## src/rtl/serial_comparator_pkg.sv

```systemverilog
// Shared definitions for the serial comparator and future multi-cycle ALU helpers:
// FSM state encodings and the WIDTH/DIGIT legality check.
package serial_comparator_pkg;

   typedef enum logic [1:0] {
      StIdle = 2'd0,
      StScan = 2'd1,
      StDone = 2'd2
   } state_e;

   // True when width splits into a whole number of digit-sized slices.
   function automatic bit cfg_ok(input int unsigned width, input int unsigned digit);
      return (digit >= 1) && (digit <= width) && ((width % digit) == 0);
   endfunction

endpackage

```

## src/rtl/digit_compare.sv

```systemverilog
// Combinational unsigned compare of one DIGIT-bit slice pair.
module digit_compare
   import serial_comparator_pkg::*;
#(
   parameter int unsigned DIGIT = 8
) (
   input  logic [DIGIT-1:0] a,
   input  logic [DIGIT-1:0] b,
   output logic             ltu,
   output logic             eq
);

   assign ltu = (a < b);
   assign eq  = (a == b);

endmodule

```

## src/rtl/serial_comparator.sv

```systemverilog
// Multi-cycle magnitude comparator: scans operands MSB-first one DIGIT slice per cycle
// and reports signed-less-than, unsigned-less-than and equality together.
module serial_comparator
   import serial_comparator_pkg::*;
#(
   parameter int unsigned WIDTH      = 32,
   parameter int unsigned DIGIT      = 8,
   parameter bit          EARLY_EXIT = 1'b1
) (
   input  logic             clk,
   input  logic             rst,
   input  logic             in_valid,
   output logic             in_ready,
   input  logic [WIDTH-1:0] op_a,
   input  logic [WIDTH-1:0] op_b,
   output logic             out_valid,
   input  logic             out_ready,
   output logic             lt,
   output logic             ltu,
   output logic             eq
);

   localparam int unsigned NDIG = WIDTH / DIGIT;
   localparam int unsigned IW   = (NDIG > 1) ? $clog2(NDIG) : 1;

   if (!cfg_ok(WIDTH, DIGIT)) begin : g_bad_cfg
      $error("serial_comparator: WIDTH must be a multiple of DIGIT and DIGIT in 1..WIDTH");
   end

   state_e           state_q, state_d;
   logic [WIDTH-1:0] a_q, a_d, b_q, b_d;
   logic [IW-1:0]    idx_q, idx_d;
   logic             found_q, found_d;
   // Unsigned verdict of the first differing slice, held while the rest is scanned.
   logic             dltu_q, dltu_d;
   logic             lt_q, lt_d, ltu_q, ltu_d, eq_q, eq_d;

   logic [WIDTH-1:0] a_sh, b_sh;
   logic [DIGIT-1:0] a_slice, b_slice;
   logic             slice_ltu, slice_eq;
   logic             new_found, new_ltu, finish;

   assign a_sh    = a_q >> (32'(idx_q) * DIGIT);
   assign b_sh    = b_q >> (32'(idx_q) * DIGIT);
   assign a_slice = a_sh[DIGIT-1:0];
   assign b_slice = b_sh[DIGIT-1:0];

   digit_compare #(
      .DIGIT (DIGIT)
   ) u_digit_compare (
      .a   (a_slice),
      .b   (b_slice),
      .ltu (slice_ltu),
      .eq  (slice_eq)
   );

   // Next-state logic: accept in IDLE, walk slices in SCAN, hold the result in DONE.
   always_comb begin
      state_d   = state_q;
      a_d       = a_q;
      b_d       = b_q;
      idx_d     = idx_q;
      found_d   = found_q;
      dltu_d    = dltu_q;
      lt_d      = lt_q;
      ltu_d     = ltu_q;
      eq_d      = eq_q;
      new_found = found_q | ~slice_eq;
      new_ltu   = found_q ? dltu_q : slice_ltu;
      finish    = (idx_q == '0) || (EARLY_EXIT && !slice_eq);
      unique case (state_q)
         StIdle: begin
            if (in_valid) begin
               a_d     = op_a;
               b_d     = op_b;
               idx_d   = IW'(NDIG - 1);
               found_d = 1'b0;
               state_d = StScan;
            end
         end
         StScan: begin
            found_d = new_found;
            dltu_d  = new_ltu;
            if (finish) begin
               eq_d  = ~new_found;
               ltu_d = new_found & new_ltu;
               if (!new_found) begin
                  lt_d = 1'b0;
               end else if (a_q[WIDTH-1] != b_q[WIDTH-1]) begin
                  lt_d = a_q[WIDTH-1];
               end else begin
                  lt_d = new_ltu;
               end
               state_d = StDone;
            end else begin
               idx_d = idx_q - IW'(1);
            end
         end
         StDone: begin
            if (out_ready) begin
               state_d = StIdle;
            end
         end
         default: state_d = StIdle;
      endcase
   end

   // State and datapath registers with synchronous reset.
   always_ff @(posedge clk) begin
      if (rst) begin
         state_q <= StIdle;
         a_q     <= '0;
         b_q     <= '0;
         idx_q   <= '0;
         found_q <= 1'b0;
         dltu_q  <= 1'b0;
         lt_q    <= 1'b0;
         ltu_q   <= 1'b0;
         eq_q    <= 1'b0;
      end else begin
         state_q <= state_d;
         a_q     <= a_d;
         b_q     <= b_d;
         idx_q   <= idx_d;
         found_q <= found_d;
         dltu_q  <= dltu_d;
         lt_q    <= lt_d;
         ltu_q   <= ltu_d;
         eq_q    <= eq_d;
      end
   end

   assign in_ready  = (state_q == StIdle);
   assign out_valid = (state_q == StDone);
   assign lt        = lt_q;
   assign ltu       = ltu_q;
   assign eq        = eq_q;

endmodule
```

## config.mk

```make
export PLATFORM = sky130hd
export DESIGN_NAME = serial_comparator
export DESIGN_NICKNAME = d
export VERILOG_FILES = /design/src/rtl/serial_comparator_pkg.sv /design/src/rtl/digit_compare.sv /design/src/rtl/serial_comparator.sv
export SDC_FILE = /design/constraint.sdc
export NUM_CORES = 1
export LEC_CHECK = 0
export CAP_MARGIN = 20
export CORE_MARGIN = 2
export CORE_UTILIZATION = 50
export CTS_BUF_LIST = sky130_fd_sc_hd__clkbuf_8
export DETAILED_ROUTE_END_ITERATION = 10
export MAX_ROUTING_LAYER = met4
export PLACE_DENSITY_LB_ADDON = 0.3
export SLEW_MARGIN = 15
export SYNTH_ARGS = -nofsm -noshare
export SYNTH_HDL_FRONTEND = slang
export SYNTH_HIERARCHICAL = 1
export SYNTH_SLANG_ARGS = --single-unit
```

## constraint.sdc

```tcl
create_clock -name clk -period 5.45 [get_ports clk]
set_input_delay 1.09 -clock clk [delete_from_list [all_inputs] [get_ports clk]]
set_output_delay 1.09 -clock clk [all_outputs]
set_load 0.01 [all_outputs]
```

Word-level counts from Yosys, hierarchy flattened
Index checks and enable logic that the tools add are counted.
{ "totals": {"inputBits": 68, "output_inout_bits": 5, "ff_bits": 73, "elab_cells": 47} }
{ "op_classes": {"mux": 12, "eq_ne": 8, "shifts": 2, "n_lt_le_gt_ge": 1, "bitwise": 4, "reduce_logical": 10, "add_sub_neg": 1} }
{ "ops": {"columns": ["op", "n"], "rows": [
  ["$shr 32x5->8", 2],
  ["$mux 2", 5],
  ["$eq 8x8->1", 1],
  ["$lt 8x8->1", 1],
  ["$ne 2x2->1 const B", 3],
  ["$pmux 2 s3", 1],
  ["$reduce_and 2->1", 3],
  ["$reduce_and 3->1", 2],
  ["$logic_not 2->1", 2],
  ["$mux 1", 4],
  ["$pmux 2 s2", 1],
  ["$eq 2x1->1 const B", 1],
  ["$eq 2x2->1 const B", 1],
  ["$ne 2x1->1 const B", 1],
  ["$not 1->1", 2],
  ["$pmux 1 s2", 1],
  ["$reduce_bool 2->1", 1],
  ["$sub 2x1->2 const B", 1],
  ["$and 1x1->1", 1],
  ["$logic_not 1->1", 1],
  ["$logic_or 1x1->1", 1],
  ["$ne 1x1->1", 1],
  ["$or 1x1->1", 1]
]} }

Longest topological paths before layout
{ "depth": {"depth_word": 6, "depth_mapped": 12, "depth_no_buf": 10} }

By module
Netlist, hierarchy kept.
{ "modules_own_cells": {"columns": ["module", "n_inst", "seq_area_each_um2", "area_per_inst_um2", "cells_per_inst"], "rows": [
  ["serial_comparator", 1, 1461.4, 3036.7, 344],
  ["digit_compare", 1, 0.0, 214.0, 27]
]} }

Worst setup path before layout
No wires, ideal clock.
{ "synth_path": {"path_kind": "flip-flop to flip-flop", "start": "register idx_q[0]", "end": "register lt_q, in the netlist lt", "setup_ns": 0.076, "arrival_time_ns": 2.711, "stages_incl_launch_ff": 12, "required_ns": 5.374, "setup_slack_ns": 2.664, "n_path_buf": 2, "period_less_slack_ns": 2.786, "path_cell_list": "dfxtp_1 > buf_4 > buf_4 > mux4_2 > ha_1 > nor2b_4 > o211ai_2 > a21oi_2 > a2111oi_2 > mux2i_1 > maj3_1 > o22ai_1"} }
{ "synth_via": {"elab_chain_len": 5, "word_cells_on_any_way": 13, "classes_between": "1 x order compare; 1 x eq/ne; 2 x shift; 3 x mux; 2 x bitwise; 4 x reduce/logical"} }
{ "synth_rtl": {"columns": ["item", "line_no", "source"], "rows": [
  ["from (decl)", "serial_comparator.sv:32", "logic [IW-1:0] idx_q, idx_d;"],
  ["from (signal assigned)", "serial_comparator.sv:124", "idx_q <= idx_d;"],
  ["$shr 32x5->8", "serial_comparator.sv:43", "assign a_sh = a_q >> (32'(idx_q) * DIGIT);"],
  ["via a_sh[1]", "serial_comparator.sv:38", "logic [WIDTH-1:0] a_sh, b_sh;"],
  ["$lt 8x8->1", "digit_compare.sv:13", "assign ltu = (a < b);"],
  ["via slice_ltu", "serial_comparator.sv:40", "logic slice_ltu, slice_eq;"],
  ["$mux 1", "serial_comparator.sv:69", "new_ltu = found_q ? dltu_q : slice_ltu;"],
  ["$mux 1", "serial_comparator.sv:89", "end else if (a_q[WIDTH-1] != b_q[WIDTH-1]) begin"],
  ["$mux 1", "serial_comparator.sv:87", "if (!new_found) begin"],
  ["to (signal assigned)", "serial_comparator.sv:127", "lt_q <= lt_d;"],
  ["to (decl)", "serial_comparator.sv:36", "logic lt_q, lt_d, ltu_q, ltu_d, eq_q, eq_d;"]
]} }
The timed path passes the listed nets, and every way through them passes these cells.
A chain may end at the register's enable or synchronous reset.

Final worst setup path
Ends and elaborated chain as after synthesis.

==> flow_metrics.py <==
metrics = {
    "critical_path": {
        "crit_arrival_ps": 3410,
        "endpoint_kind": "flop",
        "worstSetupPathType": "reg -> reg",
        "cp_max_fo": 11,
        "cp.required_ps": 5720,
        "startpoint_type": "flop",
    },
    "power": {
        "clkPwrFrac": 0.293,
        "p_sw_uw": 351,
        "pwr-share-comb": 0.223,
        "p_sw_frac": 0.278,
        "internal_power_uw": 909,
        "vdd_drop_max_uv": 187,
        "power_density_nw_per_um2": 307,
        "p_leak_nw": 1.54,
        "sequentialPowerShare": 0.484,
    },
    "sta": {
        "setup_tns_ps": 0,
        "setup_viol": 0,
        "fmax_mhz": 318,
        "min_period_over_period": 0.576,
        "slew_viol_final": 0,
        "layout_min_cycle_time_ps": 3140,
        "slew_headroom": 0.352,
        "worst_slew_pin_slew_ps": 971,
        "finalHoldViolCount": 0,
        "finClkSkew_ps": 8.46,
        "rsz0062_at_grt": "no",
    },
    "die": {
        "fp-row-count": 29,
        "boundaryPins": 73,
        "core_area_um2": 6310,
        "dieHeight_um": 84.6,
        "die-area_um2": 7160,
        "die_x_um": 84.6,
        "start_util": 0.515,
    },
    "finish": {
        "syn_to_final_growth_pct": 26.3,
        "nets": 508,
        "final_cell_mix": "nand2_1, dfxtp_1, clkdlybuf4s50_1, a21oi_1, mux4_2",
        "drive_gt1_frac": 0.0940,
        "n_antenna_cell": 0,
        "final_common_cell": "nand2_1",
        "fin_util": 0.650,
        "num-fill-cells": 535,
    },
    "route": {
        "vias": 2705,
        "drt_iter0_markers": 152,
        "first_pass_iters": 4,
        "ant_nets": 0,
        "drc_errors": 0,
        "drt_wl_total_um": 7090,
        "post_drt_via_cell_ratio": 5.27,
        "avgRoutedWirePerCell_um": 13.8,
    },
    "yosys": {
        "synthesis.area_um2": 3250,
        "synthDistinctLibCells": 31,
        "synth_xor_xnor_area_share": 0,
        "synth_fp_nets": 448,
        "synth_top_family_by_area": "simple AND/OR/NAND/NOR gates",
        "syn_area_per_cell_um2": 8.76,
        "yosysSeqAreaShare": 0.450,
        "yosysWarnings": 6,
        "synth_compound_area_frac": 0.140,
        "synth.area.mux_share": 0.114,
        "synth-seq-cells": 73,
        "netlist_instances": 371,
        "synth_simple_gate_area_share": 0.191,
        "synthAdderAreaFrac": 0.0377,
    },
    "grt": {
        "grt_overflow": 0,
        "antenna_found_initial": 0,
        "gr-usage-met3": 0.0669,
        "grt_pass1_wl_um": 11900,
        "grt_max_degree": 75,
        "grtUsageMet2": 0.362,
        "grt_use_met1": 0.251,
        "top_usage_layer": "met2",
        "track_usage": 0.219,
        "grt_pass1_vias": 2747,
    },
    "outcome": {
        "outcome": "complete, no violations",
    },
    "min_path": {
        "hold_class": "reg -> reg",
    },
    "clocking": {
        "path_clk_slew_ps": 70,
        "cts.path.max_buffers": 2,
        "cts_resized": 0,
        "numCtsBuffers": 9,
        "post_cts_buffers": 0,
        "cts_tree": "yes",
        "worstSkewPairLatency_ps": 350,
        "cts_hold_buf": 0,
        "cts_root_buf": "clkbuf_8",
        "htreeDepth": 3,
        "cts.sinks": 73,
    },
    "job": {
        "maxCapViolations": 0,
    },
    "place": {
        "hpwl_um": 4960,
        "io_buffers": 72,
        "gp_congestion": 0.878,
    },
}
[per-stage QoR]
| step | setup WS (ps) | cell area, um2 | power (mW) | hold WS [ps] | cells |
|---|---|---|---|---|---|
| 6_report | 2310 | 4100 | 1.26 | 454 | 513 |
| 5_1_grt | 2110 | 4100 | 1.33 | 471 | 513 |
| 4_1_cts | 1960 | 4090 | 1.27 | 454 | 512 |
| 3_5_place_dp | 1950 | 3910 | 0.900 | 445 | 496 |
| 3_3_place_gp | 2090 | 3910 | 0.890 | 440 | 496 |
| 2_1_floorplan | 2660 | 3250 | 0.810 | 433 | 371 |
[Yosys cell counts, drive strengths merged]
cell     count  area [um2]
a211oi       4        30.0
and4b        1        10.0
o22ai        1        6.26
nor2b        4        32.5
a22oi        1        7.51
a21bo        1        10.0
nand2b       2        12.5
nand2      129         484
nand3b       2        15.0
clkbuf      10        37.5
o21ai        2        10.0
dfxtp       73        1460
inv         12        45.0
a21oi       70         354
maj3         1        10.0
mux2i        1        10.0
nor2         7        26.3
ha           9         113
nand4        2        12.5
o211ai       1        12.5
a2111oi      1        15.0
or3b         1        8.76
mux4        16         360
nor3b        1        12.5
nor3         1        5.00
buf         17         140
a2bb2oi      1        8.76
[critical path, stage by stage, from the launching register on]
cell and delay, ps:
dfxtp_1 600, buf_8 230, mux4_2 510, ha_1 360, a21oi_1 270, a21oi_2 100, a2111oi_2 310, mux2i_1 180
maj3_1 370, o22ai_1 140
[registers in the layout, indices dropped and copies added, names as in the netlist]
register	count
eq	1
dltu_q	1
a_q	32
b_q	32
ltu	1
found_q	1
idx_q	2
state_q	2
lt	1
[routing by layer]
metal	up-vias	wire length, um
li1	1367	-
met1	1252	2930
met2	74	3590
met3	12	423
met4	0	138
met5	-	0
[power groups by stage]
stage,logic [mW],registers [mW],clock network [mW]
6_report,0.280,0.610,0.370
5_1_grt,0.312,0.615,0.404
4_1_cts,0.276,0.615,0.378
3_5_place_dp,0.273,0.626,0
3_3_place_gp,0.265,0.625,0
2_1_floorplan,0.206,0.605,0
[logic make-up after synthesis]
group | count (synthesis)
and+or+nand+nor | 150
AOI/OAI and AO/OA | 82
DFF | 73
buffers and inverters | 39
muxes | 17
adders and majority gates | 10
[final timing paths]
path                                from     end  slack, ps  cells past startpoint
worst min register to register    b_q[8]  b_q[8]        450                      2
worst min-delay path              b_q[8]  b_q[8]        450                      2
worst max register to register  idx_q[0]      lt       2310                      9
worst max-delay path            idx_q[0]      lt       2310                      9
[final cells by class]
| cell class | instances | area [um2] | share of cell area |
|---|---|---|---|
| clock inverters | 5 | 23.8 | 0.00579 |
| clock buffers | 11 | 151 | 0.0369 |
| repair buffers | 76 | 753 | 0.184 |
| multi-input cells | 259 | 1570 | 0.383 |
| flip-flops and latches | 73 | 1460 | 0.356 |
| inverters | 12 | 45.0 | 0.0110 |
| well taps | 77 | 96.3 | 0.0235 |
Power figures use the tool's default switching activity.
